File: config.mk
export PLATFORM = sky130hd
export DESIGN_NAME = nibble_serial_add_ctrl
export DESIGN_NICKNAME = d
export VERILOG_FILES = /design/src/rtl/nsa_pkg.sv /design/src/rtl/nibble_serial_add_ctrl_nibble_adder.sv /design/src/rtl/nibble_serial_add_ctrl.sv
export SDC_FILE = /design/constraint.sdc
export NUM_CORES = 1
export LEC_CHECK = 0
export ABC_CLOCK_PERIOD_IN_PS = 10000
export CAP_MARGIN = 10
export CORE_MARGIN = 8
export CORE_UTILIZATION = 54
export DETAILED_ROUTE_END_ITERATION = 6
export GPL_TIMING_DRIVEN = 0
export HOLD_SLACK_MARGIN = 0.08
export PLACE_DENSITY = 0.84
export SLEW_MARGIN = 25
export SYNTH_ARGS = -nofsm -noshare
export SYNTH_HDL_FRONTEND = slang
export SYNTH_SLANG_ARGS = --single-unit
File: constraint.sdc
create_clock -name clk_i -period 10 [get_ports clk_i]
set_clock_uncertainty 0.1 [all_clocks]
set_input_delay 1 -clock clk_i [delete_from_list [all_inputs] [get_ports clk_i]]
set_output_delay 1 -clock clk_i [all_outputs]
set_load 0.005 [all_outputs]
File: src/rtl/nsa_pkg.sv
// Shared constants for the nibble-serial adder: slice width and FSM state encoding.
package nsa_pkg;

   localparam int NSA_NIBBLE = 4;

   localparam logic [1:0] ST_IDLE = 2'd0;
   localparam logic [1:0] ST_RUN  = 2'd1;
   localparam logic [1:0] ST_DONE = 2'd2;

   // Index counter width; a single-nibble adder still needs a 1-bit counter.
   function automatic int nsa_idx_width(input int nibbles);
      return (nibbles > 1) ? $clog2(nibbles) : 1;
   endfunction

endpackage

File: src/rtl/nibble_serial_add_ctrl_nibble_adder.sv
// Combinational 4-bit ripple-carry slice shared by every nibble of the serial adder.
module nibble_adder
   import nsa_pkg::*;
(
   input  logic                  cin_i,
   input  logic [NSA_NIBBLE-1:0] a_i,
   input  logic [NSA_NIBBLE-1:0] b_i,
   output logic [NSA_NIBBLE-1:0] s_o,
   output logic                  cout_o
);

   always_comb begin
      logic [NSA_NIBBLE:0] c;
      c    = '0;
      s_o  = '0;
      c[0] = cin_i;
      for (int i = 0; i < NSA_NIBBLE; i++) begin
         s_o[i]  = a_i[i] ^ b_i[i] ^ c[i];
         c[i+1]  = (a_i[i] & b_i[i]) | (c[i] & (a_i[i] ^ b_i[i]));
      end
      cout_o = c[NSA_NIBBLE];
   end

endmodule

File: src/rtl/nibble_serial_add_ctrl.sv
// Wide adder built by stepping one 4-bit slice over the operands, LSB nibble first.
// Define NSA_SUB_EN to add a sub_i port that turns the operation into a - b.
//
// state   | meaning
// IDLE    | waiting for a request, in_ready_o high
// RUN     | one nibble added per cycle, carry held in carry_q
// DONE    | result presented on out_valid_o until out_ready_i
module nibble_serial_add_ctrl
   import nsa_pkg::*;
#(
   parameter int WIDTH = 16
) (
   input  logic             clk_i,
   input  logic             rst_n_i,
   input  logic             in_valid_i,
   output logic             in_ready_o,
   input  logic [WIDTH-1:0] a_i,
   input  logic [WIDTH-1:0] b_i,
   input  logic             c_in_i,
`ifdef NSA_SUB_EN
   input  logic             sub_i,
`endif
   output logic             out_valid_o,
   input  logic             out_ready_i,
   output logic [WIDTH-1:0] sum_o,
   output logic             c_out_o,
   output logic             busy_o
);

   localparam int NIBBLES = WIDTH / NSA_NIBBLE;
   localparam int IDXW    = nsa_idx_width(NIBBLES);

   logic [1:0]            state_q, state_d;
   logic [IDXW-1:0]       idx_q, idx_d;
   logic                  carry_q, carry_d;
   logic [WIDTH-1:0]      a_q, a_d, b_q, b_d, sum_q, sum_d;
   logic                  c_out_q, c_out_d;
   logic [NSA_NIBBLE-1:0] nib_a, nib_b, slice_s;
   logic                  slice_co;
   logic                  accept, last;
   logic                  sub_acc, sub_act;

   assign in_ready_o  = (state_q == ST_IDLE) & rst_n_i;
   assign out_valid_o = (state_q == ST_DONE);
   assign busy_o      = (state_q == ST_RUN) | (state_q == ST_DONE);
   assign sum_o       = sum_q;
   assign c_out_o     = c_out_q;
   assign accept      = in_valid_i & in_ready_o;
   assign last        = (idx_q == IDXW'(NIBBLES - 1));

`ifdef NSA_SUB_EN
   logic sub_q;
   always_ff @(posedge clk_i or negedge rst_n_i) begin
      if (!rst_n_i)    sub_q <= 1'b0;
      else if (accept) sub_q <= sub_i;
   end
   assign sub_acc = sub_i;
   assign sub_act = sub_q;
`else
   assign sub_acc = 1'b0;
   assign sub_act = 1'b0;
`endif

   always_comb begin
      nib_a = '0;
      nib_b = '0;
      for (int i = 0; i < NIBBLES; i++) begin
         if (idx_q == IDXW'(i)) begin
            nib_a = a_q[i*NSA_NIBBLE +: NSA_NIBBLE];
            nib_b = b_q[i*NSA_NIBBLE +: NSA_NIBBLE];
         end
      end
   end

   // Subtraction is a + ~b + 1: invert each b nibble, the forced carry-in supplies the +1.
   nibble_adder u_slice (
      .cin_i  (carry_q),
      .a_i    (nib_a),
      .b_i    (nib_b ^ {NSA_NIBBLE{sub_act}}),
      .s_o    (slice_s),
      .cout_o (slice_co)
   );

   always_comb begin
      state_d = state_q;
      idx_d   = idx_q;
      carry_d = carry_q;
      a_d     = a_q;
      b_d     = b_q;
      sum_d   = sum_q;
      c_out_d = c_out_q;
      case (state_q)
         ST_IDLE: begin
            if (accept) begin
               a_d     = a_i;
               b_d     = b_i;
               carry_d = sub_acc | c_in_i;
               idx_d   = '0;
               state_d = ST_RUN;
            end
         end
         ST_RUN: begin
            for (int i = 0; i < NIBBLES; i++) begin
               if (idx_q == IDXW'(i)) sum_d[i*NSA_NIBBLE +: NSA_NIBBLE] = slice_s;
            end
            carry_d = slice_co;
            idx_d   = idx_q + IDXW'(1);
            if (last) begin
               idx_d   = '0;
               c_out_d = slice_co;
               state_d = ST_DONE;
            end
         end
         ST_DONE: begin
            if (out_ready_i) state_d = ST_IDLE;
         end
         default: state_d = ST_IDLE;
      endcase
   end

   always_ff @(posedge clk_i or negedge rst_n_i) begin
      if (!rst_n_i) begin
         state_q <= ST_IDLE;
         idx_q   <= '0;
         carry_q <= 1'b0;
         a_q     <= '0;
         b_q     <= '0;
         sum_q   <= '0;
         c_out_q <= 1'b0;
      end else begin
         state_q <= state_d;
         idx_q   <= idx_d;
         carry_q <= carry_d;
         a_q     <= a_d;
         b_q     <= b_d;
         sum_q   <= sum_d;
         c_out_q <= c_out_d;
      end
   end

endmodule

# Word-level counts from Yosys, hierarchy flattened

Cells that the tools add are included.

Input port bits: 37
Register bits: 54

Add/sub/neg operators: 1
Multiplexer cells: 17
Bitwise gates (word level): 23
Eq/ne operators: 8
Reductions and logical operators: 10

Operators by type and width:

| cell                                           | count |
|---|---|
| two-way mux 4 bit                              | 8 |
| AND reduction 2 bit                            | 6 |
| bitwise AND 1 bit                              | 10 |
| two-way mux 2 bit                              | 5 |
| bitwise XOR 1 bit                              | 8 |
| == test 2 bit (second input constant)          | 3 |
| case mux 2 bit (3 select lines)                | 1 |
| OR 1 bit                                       | 5 |
| == test 2 x 1 -> 1 bit (second input constant) | 2 |
| logical NOT 2 bit                              | 2 |
| != test 2 bit (second input constant)          | 2 |
| case mux 2 bit (2 select lines)                | 1 |
| AND reduction 3 bit                            | 1 |
| adder 2 x 1 -> 2 bit (second input constant)   | 1 |
| != test 2 x 1 -> 1 bit (second input constant) | 1 |
| case mux 1 bit (2 select lines)                | 1 |
| nonzero test 2 bit                             | 1 |
| two-way mux 1 bit                              | 1 |

# Logic depth before layout (Yosys ltp)

Word-level depth: 15
Mapped depth: 14
Depth with buffers taken out: 12

# Cells and area by module

Synthesis repeated with hierarchy kept, for this count alone.

Cells, all modules: 198
Area, all modules: 2715.1 µm²

Modules (own cells, without submodules):

| module                 | cells an instance | area an instance (µm²) | times used |
|---|---|---|---|
| nibble_serial_add_ctrl | 184               | 2597.5                 | 1 |
| nibble_adder           | 14                | 117.6                  | 1 |

# Worst setup path before layout

Ideal clock, no wire load.

Kind: reg2reg
Start: register idx_q[0]
End: register sum_q[11] (netlist: sum_o[11])
Data arrival time: 3.066 ns
Data required time: 9.775 ns
Stages on the path, launching flop included: 14
Clock period less this slack: 3.291 ns
Library setup time: 0.125 ns
Setup slack: 6.709 ns
Cells stage by stage: dfrtp_1 -> inv_1 -> ha_1 -> buf_2 -> clkbuf_1 -> a21oi_1 -> o21ai_0 -> a22oi_1 -> fa_1 -> inv_1 -> fa_1 -> fa_1 -> fa_1 -> mux2_2

Longest elaborated chain between the ends: 13
Elaborated cells between the ends (all ways): 27
Classes of those cells: 3 x eq/ne; 8 x mux; 14 x bitwise; 2 x reduce/logical

RTL lines:

| item                            | line                                      | text |
|---|---|---|
| from (decl)                     | nibble_serial_add_ctrl.sv:34              | `logic [IDXW-1:0] idx_q, idx_d;` |
| from (signal assigned)          | nibble_serial_add_ctrl.sv:132             | `idx_q <= idx_d;` |
| logical NOT 2 bit               | nibble_serial_add_ctrl.sv:68              | `if (idx_q == IDXW'(i)) begin` |
| two-way mux 4 bit (4 in series) | nibble_serial_add_ctrl.sv:68              |  |
| bitwise XOR 1 bit               | nibble_serial_add_ctrl_nibble_adder.sv:19 | `c[i+1] = (a_i[i] & b_i[i]) \| (c[i] & (a_i[i] ^ b_i[i]));` |
| bitwise AND 1 bit               | nibble_serial_add_ctrl_nibble_adder.sv:19 |  |
| OR 1 bit                        | nibble_serial_add_ctrl_nibble_adder.sv:19 |  |
| bitwise AND 1 bit               | nibble_serial_add_ctrl_nibble_adder.sv:19 |  |
| OR 1 bit                        | nibble_serial_add_ctrl_nibble_adder.sv:19 |  |
| bitwise AND 1 bit               | nibble_serial_add_ctrl_nibble_adder.sv:19 |  |
| OR 1 bit                        | nibble_serial_add_ctrl_nibble_adder.sv:19 |  |
| bitwise XOR 1 bit (*)           | nibble_serial_add_ctrl_nibble_adder.sv:18 | `s_o[i] = a_i[i] ^ b_i[i] ^ c[i];` |
| via slice_s[3]                  | nibble_serial_add_ctrl.sv:38              | `logic [NSA_NIBBLE-1:0] nib_a, nib_b, slice_s;` |
| to (signal assigned)            | nibble_serial_add_ctrl.sv:136             | `sum_q <= sum_d;` |
| to (decl)                       | nibble_serial_add_ctrl.sv:36              | `logic [WIDTH-1:0] a_q, a_d, b_q, b_d, sum_q, sum_d;` |

The timed path passes the listed nets; every way through them passes the cells marked *.
A chain may end at the register's enable or synchronous reset.

# Final worst setup path

Same ends and word-level chain as after synthesis.

==> flow_summary.json <==
{
  "die_area_um2": 7290,
  "avgViaCountPerCell": 5.41,
  "synth_nets": 254,
  "h-tree-depth": 2,
  "crit_fanout": 10,
  "reg2reg_slack_ns": 6.33,
  "netlist.area_leader.share": 0.520,
  "power_density_nw_per_um2": 313,
  "layout-drive-gt1-share": 0.219,
  "grtUsageMet1": 0.176,
  "area_growth_pct": 28.7,
  "synth_cell_types": 27,
  "synthArstFlopShare": 1.00,
  "grt.busiest_layer": "met2",
  "cts_root_buf": "clkbuf_8",
  "antenna_found_initial": 0,
  "cts_resized": 0,
  "outcome": "finished, final reports clean",
  "ant_nets": 0,
  "place.gp.congestion": 0.773,
  "synth_fa_ha_area_frac": 0.0694,
  "ir_worst_vdd_v": 0.000153,
  "die_y_um": 85.4,
  "synth_warnings": 0,
  "gr-total-overflow": 0,
  "r2r_start": "idx_q[0]",
  "ys_ff_latch": 54,
  "grt_pass1_vias": 1902,
  "cts_setup_buffers": 0,
  "crit_type": "flip-flop to flip-flop",
  "cp-end-kind": "flip-flop",
  "placed_cells": 316,
  "route.detailed.drc": 0,
  "core_um2": 4690,
  "grt_pass1_wl_um": 8900,
  "synth_top_family_by_area": "multiplexers",
  "ios": 57,
  "worst_ep_arrival_time_ns": 3.77,
  "synth_xor_xnor_area_share": 0,
  "synth.mux.area_fraction": 0.205,
  "r2r_end": "sum_o[11]",
  "setup_violations": 0,
  "fin_ws_ns": 6.33,
  "grtUsageTotal": 0.153,
  "clock_sinks": 54,
  "yosys.area_share.simple": 0.0487,
  "die_w_um": 85.4,
  "via_count": 1753,
  "diodes": 0,
  "initial_utilization": 0.554,
  "clk_pin_slew_ns": 0.09,
  "hold_path.class": "input port to asynchronous set/reset pin",
  "num_rows": 25,
  "min_period_ns": 3.67,
  "leakage_nw": 1.50,
  "hpwl_um": 4120,
  "tightest_slew_ns": 0.451,
  "place_worst_setup_slack_ns": 6.36,
  "worstPathRequired_ns": 10.10,
  "fmax_mhz": 272,
  "syn_inst": 205,
  "post-route-util": 0.712,
  "io_buffer_count": 56,
  "final_cells": 324,
  "r2r_cells": 13,
  "synth-compound-area-share": 0.104,
  "tritoncts": "yes",
  "wl_um": 5300,
  "slew_headroom": 0.700,
  "critPathLaunchType": "flip-flop",
  "grt_max_degree": 56,
  "maxCapViolCount": 0,
  "syn_area_per_cell_um2": 12.7,
  "met2_usage": 0.265,
  "cts_max_path_buffers": 2,
  "synth_edf_count": 0,
  "yosysSeqAreaShare": 0.520,
  "fin_crit_sh": 0.367,
  "synth_top_area_cell": "dfrtp_1",
  "setup_tns_ns": 0,
  "synth_area_leaders": "dfrtp_1 52%, mux2_2 16%, mux2_1 3.9%, ha_1 3.9%, a21oi_1 3.1%",
  "drv_slew": 0,
  "hold_viol_final": 0,
  "p_total_w": 0.00105,
  "drt_iter0_markers": 70,
  "synth_area_um2": 2600,
  "wl_per_cell_um": 16.3,
  "synthFlopType": "dfrtp_1",
  "cts_buffers": 5,
  "grtUsageMet3": 0.0434,
  "clk_latency_ns": 0.30,
  "fin_nets": 318,
  "hold_buffers": 0,
  "dr.pass1.iters": 4,
  "grt_setup_unrepaired": "false"
}
[flip-flops by register name, summed over array words and instances (netlist names)]
signal and flops:
b_q 16, idx_q 2, carry_q 1, a_q 16
state_q 2, c_out_o 1, sum_o 16
[report_power, final]
group | switching, W | internal, W | total (W) | leakage (nW)
Sequential | 0.0000600 | 0.000328 | 0.000388 | 0.656
Clock | 0.0000654 | 0.0000559 | 0.000121 | 0.0482
Combinational | 0.000240 | 0.000296 | 0.000536 | 0.792
[layout by cell type (no fill, tap or decap), types with 6 or more instances in the layout]
cell	count
nand2_1	16
mux2_1	9
clkdlybuf4s50_1	55
dfrtp_1	54
ha_1	8
mux2_2	36
a22o_1	6
a21oi_1	16
o21ai_0	13
clkbuf_8	6
inv_1	16
[how the worst max path moves through the flow]
stage | from | end | slack, ns | cells past startpoint
global placement | rst_n_i | in_ready_o | 4.69 | 3
global route | idx_q[0] | sum_o[11] | 6.08 | 13
detailed placement | idx_q[0] | sum_o[3] | 6.36 | 13
CTS | idx_q[0] | sum_o[3] | 6.34 | 13
finish | idx_q[0] | sum_o[11] | 6.33 | 13
floorplan | idx_q[0] | sum_o[11] | 6.71 | 13
[final cells by class]
class                   instances  area (um2)
multi-input cells             124        1110
well taps                      54        67.6
clock inverters                 1        5.00
flip-flops and latches         54        1350
inverters                      16        60.1
plain buffers                  11        78.8
clock buffers                   7        86.3
repair buffers                 57         586
fillers                       340        1350
[cells in the mapped netlist (2+ instances only)]
| library cell | n |
|---|---|
| mux2_2 | 36 |
| ha_1 | 8 |
| nor2_1 | 2 |
| dfrtp_1 | 54 |
| buf_6 | 4 |
| inv_1 | 16 |
| a32o_1 | 2 |
| a21oi_1 | 16 |
| buf_2 | 3 |
| nand2_1 | 16 |
| fa_1 | 4 |
| a22o_1 | 6 |
| o21ai_0 | 13 |
| mux2_1 | 9 |
| a22oi_1 | 2 |
| clkbuf_1 | 3 |
[metrics by stage]
stage	hold WS, ns	cell area [um2]
2_1_floorplan	0.364	2600
3_3_place_gp	0.361	3230
3_5_place_dp	0.370	3250
4_1_cts	0.369	3340
5_1_grt	0.358	3340
6_report	0.374	3340
[cell families (layout without fill, tap and decap cells)]
logic type               after synthesis  count (layout)
adder cells (fa/ha/maj)               12              12
AND/OR/NAND/NOR                       24              24
AO/OA/AOI/OAI                         41              41
flip-flops                            54              54
buffers and inverters                 27              92
multiplexers                          47              47
[metal layers]
metal / vias to the layer above / wire [um] / share of wire
met5: - / 0 / 0
met4: 0 / 63 / 0.012
met3: 8 / 337 / 0.064
met2: 46 / 2670 / 0.50
met1: 860 / 2220 / 0.42
li1: 839 / - / -
[worst max-delay path: stages (launching register included)]
cell and delay, ns:
dfrtp_1 0.42, inv_1 0.08, ha_1 0.19, buf_2 0.18
clkbuf_1 0.25, a21oi_1 0.18, o21ai_0 0.11, a22oi_1 0.23
fa_1 0.21, inv_1 0.05, fa_1 0.37, fa_1 0.40
fa_1 0.51, mux2_2 0.29
(Power assumes the default switching activity.)
